`src/rtl/stop_watch_pkg.sv`:
```
// Shared types and digit limits for the stopwatch timekeeping datapath.
package stop_watch_pkg;

    typedef logic [3:0] bcd_t;

    // Field order matches the 24-bit display layout, minutes tens in the MSBs.
    typedef struct packed {
        bcd_t min_t;
        bcd_t min_u;
        bcd_t sec_t;
        bcd_t sec_u;
        bcd_t cs_t;
        bcd_t cs_u;
    } sw_time_t;

    localparam int unsigned SEC_T_MAX = 5;
    localparam int unsigned MIN_T_MAX = 5;
    localparam int unsigned DIGIT_MAX = 9;

endpackage

```
`src/rtl/stop_watch_datapath_if.sv`:
```
// Control-to-datapath bundle: FSM control strobes in, time buses and status out.
interface stop_watch_datapath_if;
    import stop_watch_pkg::*;

    logic     timming;
    logic     freezing;
    logic     reset;
    logic     update;
    sw_time_t live_time;
    sw_time_t disp_time;
    logic     tick;
    logic     overflow;

    modport master (
        output timming, freezing, reset, update,
        input  live_time, disp_time, tick, overflow
    );

    modport slave (
        input  timming, freezing, reset, update,
        output live_time, disp_time, tick, overflow
    );

endinterface

```
`src/rtl/bcd_digit_counter.sv`:
```
// Single BCD digit 0..MAX with synchronous clear; carry flags the wrap on this increment.
module bcd_digit_counter
    import stop_watch_pkg::*;
#(
    parameter int unsigned MAX = DIGIT_MAX
) (
    input  logic clk,
    input  logic rst_n,
    input  logic clr,
    input  logic inc,
    output bcd_t digit,
    output logic carry
);

    localparam bcd_t MAX_D = 4'(MAX);

    always_ff @(posedge clk or negedge rst_n) begin
        if (!rst_n) begin
            digit <= '0;
        end else if (clr) begin
            digit <= '0;
        end else if (inc) begin
            digit <= (digit == MAX_D) ? '0 : digit + 4'd1;
        end
    end

    assign carry = inc && (digit == MAX_D);

endmodule

```
`src/rtl/stop_watch_datapath.sv`:
```
// Stopwatch datapath: centisecond prescaler, BCD mm:ss.cc chain, lap snapshot and display mux.
module stop_watch_datapath
    import stop_watch_pkg::*;
#(
    parameter int unsigned CLK_FREQ_HZ = 50_000_000,
    parameter int unsigned TICK_HZ     = 100
) (
    input  logic               clk,
    input  logic               rst_n,
    stop_watch_datapath_if.slave bus
);

    localparam int unsigned DIV = (TICK_HZ == 0) ? 0 : CLK_FREQ_HZ / TICK_HZ;
    localparam int unsigned REM = (TICK_HZ == 0) ? 1 : CLK_FREQ_HZ % TICK_HZ;
    localparam int unsigned PW  = (DIV < 2) ? 1 : $clog2(DIV);

    generate
        if (REM != 0 || DIV < 2) begin : g_bad_div
            $error("stop_watch_datapath: CLK_FREQ_HZ/TICK_HZ must be an integer >= 2");
        end
    endgenerate

    logic [PW-1:0] r_presc;
    logic          r_tick;
    logic          r_overflow;
    logic          r_freezing_d;
    sw_time_t      r_lap;

    logic          w_term;
    logic          w_inc;
    logic          w_snap;
    logic [5:0]    w_carry;
    bcd_t          w_cs_u, w_cs_t, w_sec_u, w_sec_t, w_min_u, w_min_t;
    sw_time_t      w_live;

    assign w_term = bus.timming && (r_presc == PW'(DIV - 1));
    assign w_inc  = w_term && !bus.reset;
    assign w_snap = (bus.freezing && !r_freezing_d) || bus.update;

    // Prescaler only advances while timming, so a pause keeps the partial period.
    always_ff @(posedge clk or negedge rst_n) begin
        if (!rst_n) begin
            r_presc <= '0;
            r_tick  <= 1'b0;
        end else if (bus.reset) begin
            r_presc <= '0;
            r_tick  <= 1'b0;
        end else if (bus.timming) begin
            r_presc <= w_term ? '0 : r_presc + PW'(1);
            r_tick  <= w_term;
        end else begin
            r_tick  <= 1'b0;
        end
    end

    bcd_digit_counter #(.MAX(DIGIT_MAX)) u_cs_u (
        .clk(clk), .rst_n(rst_n), .clr(bus.reset), .inc(w_inc),
        .digit(w_cs_u), .carry(w_carry[0])
    );
    bcd_digit_counter #(.MAX(DIGIT_MAX)) u_cs_t (
        .clk(clk), .rst_n(rst_n), .clr(bus.reset), .inc(w_carry[0]),
        .digit(w_cs_t), .carry(w_carry[1])
    );
    bcd_digit_counter #(.MAX(DIGIT_MAX)) u_sec_u (
        .clk(clk), .rst_n(rst_n), .clr(bus.reset), .inc(w_carry[1]),
        .digit(w_sec_u), .carry(w_carry[2])
    );
    bcd_digit_counter #(.MAX(SEC_T_MAX)) u_sec_t (
        .clk(clk), .rst_n(rst_n), .clr(bus.reset), .inc(w_carry[2]),
        .digit(w_sec_t), .carry(w_carry[3])
    );
    bcd_digit_counter #(.MAX(DIGIT_MAX)) u_min_u (
        .clk(clk), .rst_n(rst_n), .clr(bus.reset), .inc(w_carry[3]),
        .digit(w_min_u), .carry(w_carry[4])
    );
    bcd_digit_counter #(.MAX(MIN_T_MAX)) u_min_t (
        .clk(clk), .rst_n(rst_n), .clr(bus.reset), .inc(w_carry[4]),
        .digit(w_min_t), .carry(w_carry[5])
    );

    assign w_live = '{min_t: w_min_t, min_u: w_min_u, sec_t: w_sec_t,
                      sec_u: w_sec_u, cs_t: w_cs_t, cs_u: w_cs_u};

    // Lap captures the pre-increment count; reset outranks any snapshot request.
    always_ff @(posedge clk or negedge rst_n) begin
        if (!rst_n) begin
            r_lap        <= '0;
            r_overflow   <= 1'b0;
            r_freezing_d <= 1'b0;
        end else begin
            r_freezing_d <= bus.freezing;
            if (bus.reset) begin
                r_lap      <= '0;
                r_overflow <= 1'b0;
            end else begin
                if (w_snap) begin
                    r_lap <= w_live;
                end
                if (w_carry[5]) begin
                    r_overflow <= 1'b1;
                end
            end
        end
    end

    assign bus.live_time = w_live;
    assign bus.disp_time = bus.freezing ? r_lap : w_live;
    assign bus.tick      = r_tick;
    assign bus.overflow  = r_overflow;

endmodule
```
`src/flat_wrapper.sv`:
```
// flat-port wrapper written by rule: the top's interface ports become plain ports
module stop_watch_datapath_flat import stop_watch_pkg::*;
#(
    parameter int unsigned CLK_FREQ_HZ = 50_000_000,
    parameter int unsigned TICK_HZ     = 100
)
  (clk, rst_n, bus_timming, bus_freezing, bus_reset, bus_update, bus_live_time, bus_disp_time, bus_tick, bus_overflow);
  stop_watch_datapath_if bus_i ();
  input  logic clk;
  input  logic rst_n;
  input wire logic [$bits(bus_i.timming)-1:0] bus_timming;
  input wire logic [$bits(bus_i.freezing)-1:0] bus_freezing;
  input wire logic [$bits(bus_i.reset)-1:0] bus_reset;
  input wire logic [$bits(bus_i.update)-1:0] bus_update;
  output wire logic [$bits(bus_i.live_time)-1:0] bus_live_time;
  output wire logic [$bits(bus_i.disp_time)-1:0] bus_disp_time;
  output wire logic [$bits(bus_i.tick)-1:0] bus_tick;
  output wire logic [$bits(bus_i.overflow)-1:0] bus_overflow;
  assign bus_i.timming = bus_timming;
  assign bus_i.freezing = bus_freezing;
  assign bus_i.reset = bus_reset;
  assign bus_i.update = bus_update;
  assign bus_live_time = bus_i.live_time;
  assign bus_disp_time = bus_i.disp_time;
  assign bus_tick = bus_i.tick;
  assign bus_overflow = bus_i.overflow;
  stop_watch_datapath #(.CLK_FREQ_HZ(CLK_FREQ_HZ), .TICK_HZ(TICK_HZ)) u_core (.clk(clk), .rst_n(rst_n), .bus(bus_i));
endmodule
```
`config.mk`:
```
export PLATFORM = sky130hd
export DESIGN_NAME = stop_watch_datapath_flat
export DESIGN_NICKNAME = d
export VERILOG_FILES = /design/src/rtl/stop_watch_pkg.sv /design/src/rtl/stop_watch_datapath_if.sv /design/src/rtl/bcd_digit_counter.sv /design/src/rtl/stop_watch_datapath.sv /design/src/flat_wrapper.sv
export SDC_FILE = /design/constraint.sdc
export NUM_CORES = 1
export LEC_CHECK = 0
export CAP_MARGIN = 20
export CORE_UTILIZATION = 50
export DETAILED_ROUTE_END_ITERATION = 8
export PLACE_DENSITY = 0.74
export SETUP_SLACK_MARGIN = 0.2
export SYNTH_ARGS = -nofsm -noshare
export SYNTH_HDL_FRONTEND = slang
export SYNTH_SLANG_ARGS = --single-unit
```
`constraint.sdc`:
```
create_clock -name clk -period 6.3 [get_ports clk]
set_input_delay 1.26 -clock clk [delete_from_list [all_inputs] [get_ports clk]]
set_output_delay 1.26 -clock clk [all_outputs]
set_load 0.01 [all_outputs]
```
* Word-level counts from Yosys, hierarchy flattened
Cells that the tools add are included.
Storage, ports and cells: flip-flop bits (word level) 70, input port bits 6, logic and storage cells 79
Operators by class: add/subtract/negate cells 7, equality and inequality tests 7, mux-type cells 28, reduce and logical (&&, ||, !) cells 21
Operator list (count):
- $mux W24 | 3
- $mux W4 | 18
- $mux W19 | 3
- $add A4 B1 Y4 const B | 6
- $add A19 B1 Y19 const B | 1
- $eq A19 B19 Y1 const B | 1
- $reduce_bool A2 Y1 | 9
- $eq A4 B4 Y1 const B | 4
- $logic_and A1 B1 Y1 | 9
- $eq A4 B3 Y1 const B | 2
- $mux W1 | 4
- $logic_not A1 Y1 | 2
- $logic_or A1 B1 Y1 | 1

* Depth between registers and ports, before layout
depth after elaboration 11, gate-level depth with buffers 9

* By module
Synthesis repeated with hierarchy kept, for this count alone.
Second synthesis, totals: cell total of the unflattened synthesis 415, area total of the unflattened synthesis 3887.5 um2
By module, submodules not included:
- stop_watch_datapath | instances 1, cells an instance 265, area an instance 2453.6 um2, seq. area each 1151.1 um2
- bcd_digit_counter at u_core.u_cs_t ... | instances 4, cells an instance 26, area an instance 241.5 um2, seq. area each 100.1 um2
- bcd_digit_counter at u_core.u_min_t ... | instances 2, cells an instance 23, area an instance 234.0 um2, seq. area each 100.1 um2

* Worst setup path before layout
Ideal clock, no wire load.
kind input to output, from input port bus_freezing, to output port bus_disp_time[0], data arrival time 1981 ps, path slack 3059 ps, cell stages on the path 2, buffers on the path 1, cell sequence buf_1 -> mux2_2
On the way: cells in the longest elaborated chain, start to end 1
Ends and longest elaborated chain:
- from (decl) | RTL line flat_wrapper.sv:12 | input wire logic [$bits(bus_i.freezing)-1:0] bus_freezing;
- $mux W24 | RTL line stop_watch_datapath.sv:107 | assign bus.disp_time = bus.freezing ? r_lap : w_live;
- to (decl) | RTL line flat_wrapper.sv:16 | output wire logic [$bits(bus_i.disp_time)-1:0] bus_disp_time;
No other way between the ends.

* Worst setup path in the final report
from input port bus_freezing, to output port bus_disp_time[2]
The elaborated chain is that of the path after synthesis.

==> metrics.md <==
| Metric | Value |
|---|---|
| Leading area contributor after synthesis | `dfrtp_1` |
| Effective utilization at floorplan | `0.5208` |
| Final Cell Area | `approximately 4600 um2` |
| Syn nets | `between 400 and 500` |
| Port buffer count | `55` |
| Hold bufs inserted after CTS | `0` |
| Sequential-to-total area share from yosys stat | `0.4613` |
| EDFF count, synth | `0` |
| Most frequent cell after synthesis | `dfrtp_1` |
| Drt pass-1 iters | `4` |
| RSZ-0062 raised after global routing | `false` |
| Worst r2r src | `u_core.r_presc[6]` |
| Initial antenna violation count | `0` |
| Half-perimeter wire length after placement | `5486 um` |
| Setup_tns | `0 ns` |
| Startpoint Class | `primary input` |
| Fmax | `0.2363 GHz` |
| Share of layout cells above drive strength 1 | `0.1143` |
| Rel. slew slack | `0.4109` |
| Worst clock skew | `about 0.0057 ns` |
| Ys Warns | `0` |
| Clock sinks | `70` |
| Top cells by instance count after synthesis | `dfrtp_1, nand2_1, nor2_1` |
| Cts bufs inserted | `9` |
| DR vias | `between 3000 and 4000` |
| Worst reg2reg path depth | `5` |
| Crit. End Element | `output port` |
| Critical path arrival | `2.97 ns` |
| DR DRC count | `0` |
| Vias per Instance | `roughly 5.6` |
| Mapped Area | `approximately 3800 um2` |
| Synth unique cells | `between 50 and 60` |
| Routed len/inst | `roughly 15 um` |
| Area contributors post-synth | `dfrtp_1, nand2_1, mux2_2` |
| Antenna Nets Post-Route | `0` |
| Req. time, crit path | `between 5 and 6 ns` |
| Post-Route WL | `between 8000 and 9000 um` |
| Final Critical Period | `around 4.2 ns` |
| Placed Area | `around 4400 um2` |
| Die Span Y | `about 90 um` |
| Max-cap viol count | `0` |
| Core ar. | `around 7300 um2` |
| DIE WIDTH | `just under 90 um` |
| Peak supply drop | `around 110 uV` |
| Clock-pin slew on the worst setup and hold paths | `0.07 ns` |
| H-tree levels | `3` |
| Skew-Pair Late Insertion Delay | `about 0.34 ns` |
| Pleak | `1.947 nW` |
| CTS tree | `built` |
| Hold Crit Endpoint | `u_core.r_lap[2]` |
| CP Class | `primary input to output port` |
| Io pins | `56` |
| Reg2reg setup slack | `between 3 and 4 ns` |
| Most common flop cell mapped by yosys | `dfrtp_1` |
| Std cell rows | `31` |
| DRT iter0 DRCs | `243` |
| Hold Path Cell Cnt | `2` |
| N_diodes | `0` |
| Post-CTS setup buffers | `0` |
| Worst hold path type | `flip-flop to flip-flop` |
| Layout area overhead | `22.24%` |
| Post-CTS Resized | `0` |
| First-pass GRT wire length | `about 14000 um` |
| Number of global-route vias before repair | `2902` |
| Share of the synthesized area in the top cell type | `0.4613` |
| R2r endpoint | `u_core.u_sec_t.digit[0]` |
| Worst-Margin Slew | `0.8836 ns` |
| GRT overflow | `0` |
| Tcrit/Tclk final | `0.6717` |
| Largest net degree at the start of global routing | `71` |
| Synth Register Bits | `70` |
| Final Hold Viols | `0` |
| Root Buffer Master | `clkbuf_8` |
| Mean post-synth cell area | `9.517 um2` |
| Worst Path Max Fanout | `32` |
| Full die area | `slightly below 8000 um2` |
| Pwr dens | `slightly below 200 nW/um2` |
| Total track usage | `0.2330` |
| Clock Path Buffers | `2` |
| Worst hold path startpoint | `u_core.r_lap[2]` |
| Max-slew violations | `0` |
| Routability cong. | `0.8478` |
| Nets | `between 400 and 500` |
| Status | `finished, final reports clean` |
| Syn Inst Count | `roughly 400` |
| Worst hold slack | `a little under 0.5 ns` |
| Count of final setup violators | `0` |
| Async SR Flop Fraction | `1.000` |
-- per-layer routing --
layer,GRT usage,up-vias,share of wire
li1,-,1497,-
met2,0.3727,72,0.48
met4,0.08225,0,0.015
met1,0.3219,1522,0.47
met3,0.03970,13,0.040
met5,0,-,0
-- cell families (layout without fill, tap and decap cells) --
logic type / after synthesis / after routing / share of synthesized area
AOI/OAI and AO/OA: 61 / 61 / 0.09622
xor gates and xnor gates: 15 / 15 / 0.03460
adders and majority gates: 13 / 13 / 0.04283
buffers and inverters: 30 / 86 / 0.03492
DFF: 70 / 70 / 0.4613
muxes: 29 / 29 / 0.08369
and+or+nand+nor: 181 / 181 / 0.2465
-- cells in the final DEF, fill, tap and decap left out, drive strengths merged, types with 13 or more instances in the layout --
master and instances:
dfrtp 70, nand2 67, clkdlybuf4s50 54, nor2 34, o21ai 32, mux2 22
nand3 17, ha 13
-- worst max-delay path by stage --
stage | from | endpoint | depth (start not counted)
final | bus_freezing | bus_disp_time[2] | 4
after global routing | bus_freezing | bus_disp_time[22] | 4
after global placement | bus_freezing | bus_disp_time[19] | 4
after detailed placement | bus_freezing | bus_disp_time[23] | 4
after floorplan | bus_freezing | bus_disp_time[0] | 2
after CTS | bus_freezing | bus_disp_time[23] | 4
-- cell type report --
type | count | area, um2
inverters | 11 | 41.29
clock inverters | 5 | 82.58
fillers | 657 | 2650
repair buffers | 59 | 575.6
well taps | 99 | 123.9
multi-input cells | 299 | 1926
clock buffers | 11 | 141.4
flip-flops and latches | 70 | 1752
-- critical path, cell delays in order --
cell,delay (ns)
clkdlybuf4s50_1,0.45
buf_4,0.37
mux2_2,0.39
clkdlybuf4s50_1,0.48
-- sequential cells by signal, summed over array words and instances, names as in the netlist --
register,cells
u_core.u_min_t.digit,4
u_core.u_sec_u.digit,4
u_core.r_freezing_d,1
u_core.bus.tick,1
u_core.r_lap,24
u_core.u_sec_t.digit,4
u_core.u_cs_t.digit,4
u_core.u_cs_u.digit,4
u_core.u_min_u.digit,4
u_core.bus.overflow,1
u_core.r_presc,19
-- report_power, final --
part	leakage [nW]	switching, mW	internal [mW]
registers	0.974	0.00285	0.451
logic	0.872	0.0300	0.0119
clock network	0.102	0.175	0.234
-- through the flow --
step / std cells / total power, mW / util / worst slack [ns]
after floorplan: 399 / 0.4837 / - / 3.059
after detailed placement: 538 / 0.5058 / 0.6059 / 2.060
final: 554 / 0.9047 / 0.6366 / 2.068
after global placement: 538 / 0.5052 / 0.6059 / 2.090
after CTS: 554 / 0.9125 / 0.6366 / 2.057
after global routing: 554 / 0.9386 / 0.6366 / 1.992
No activity file was read; power rests on OpenSTA's default activity.
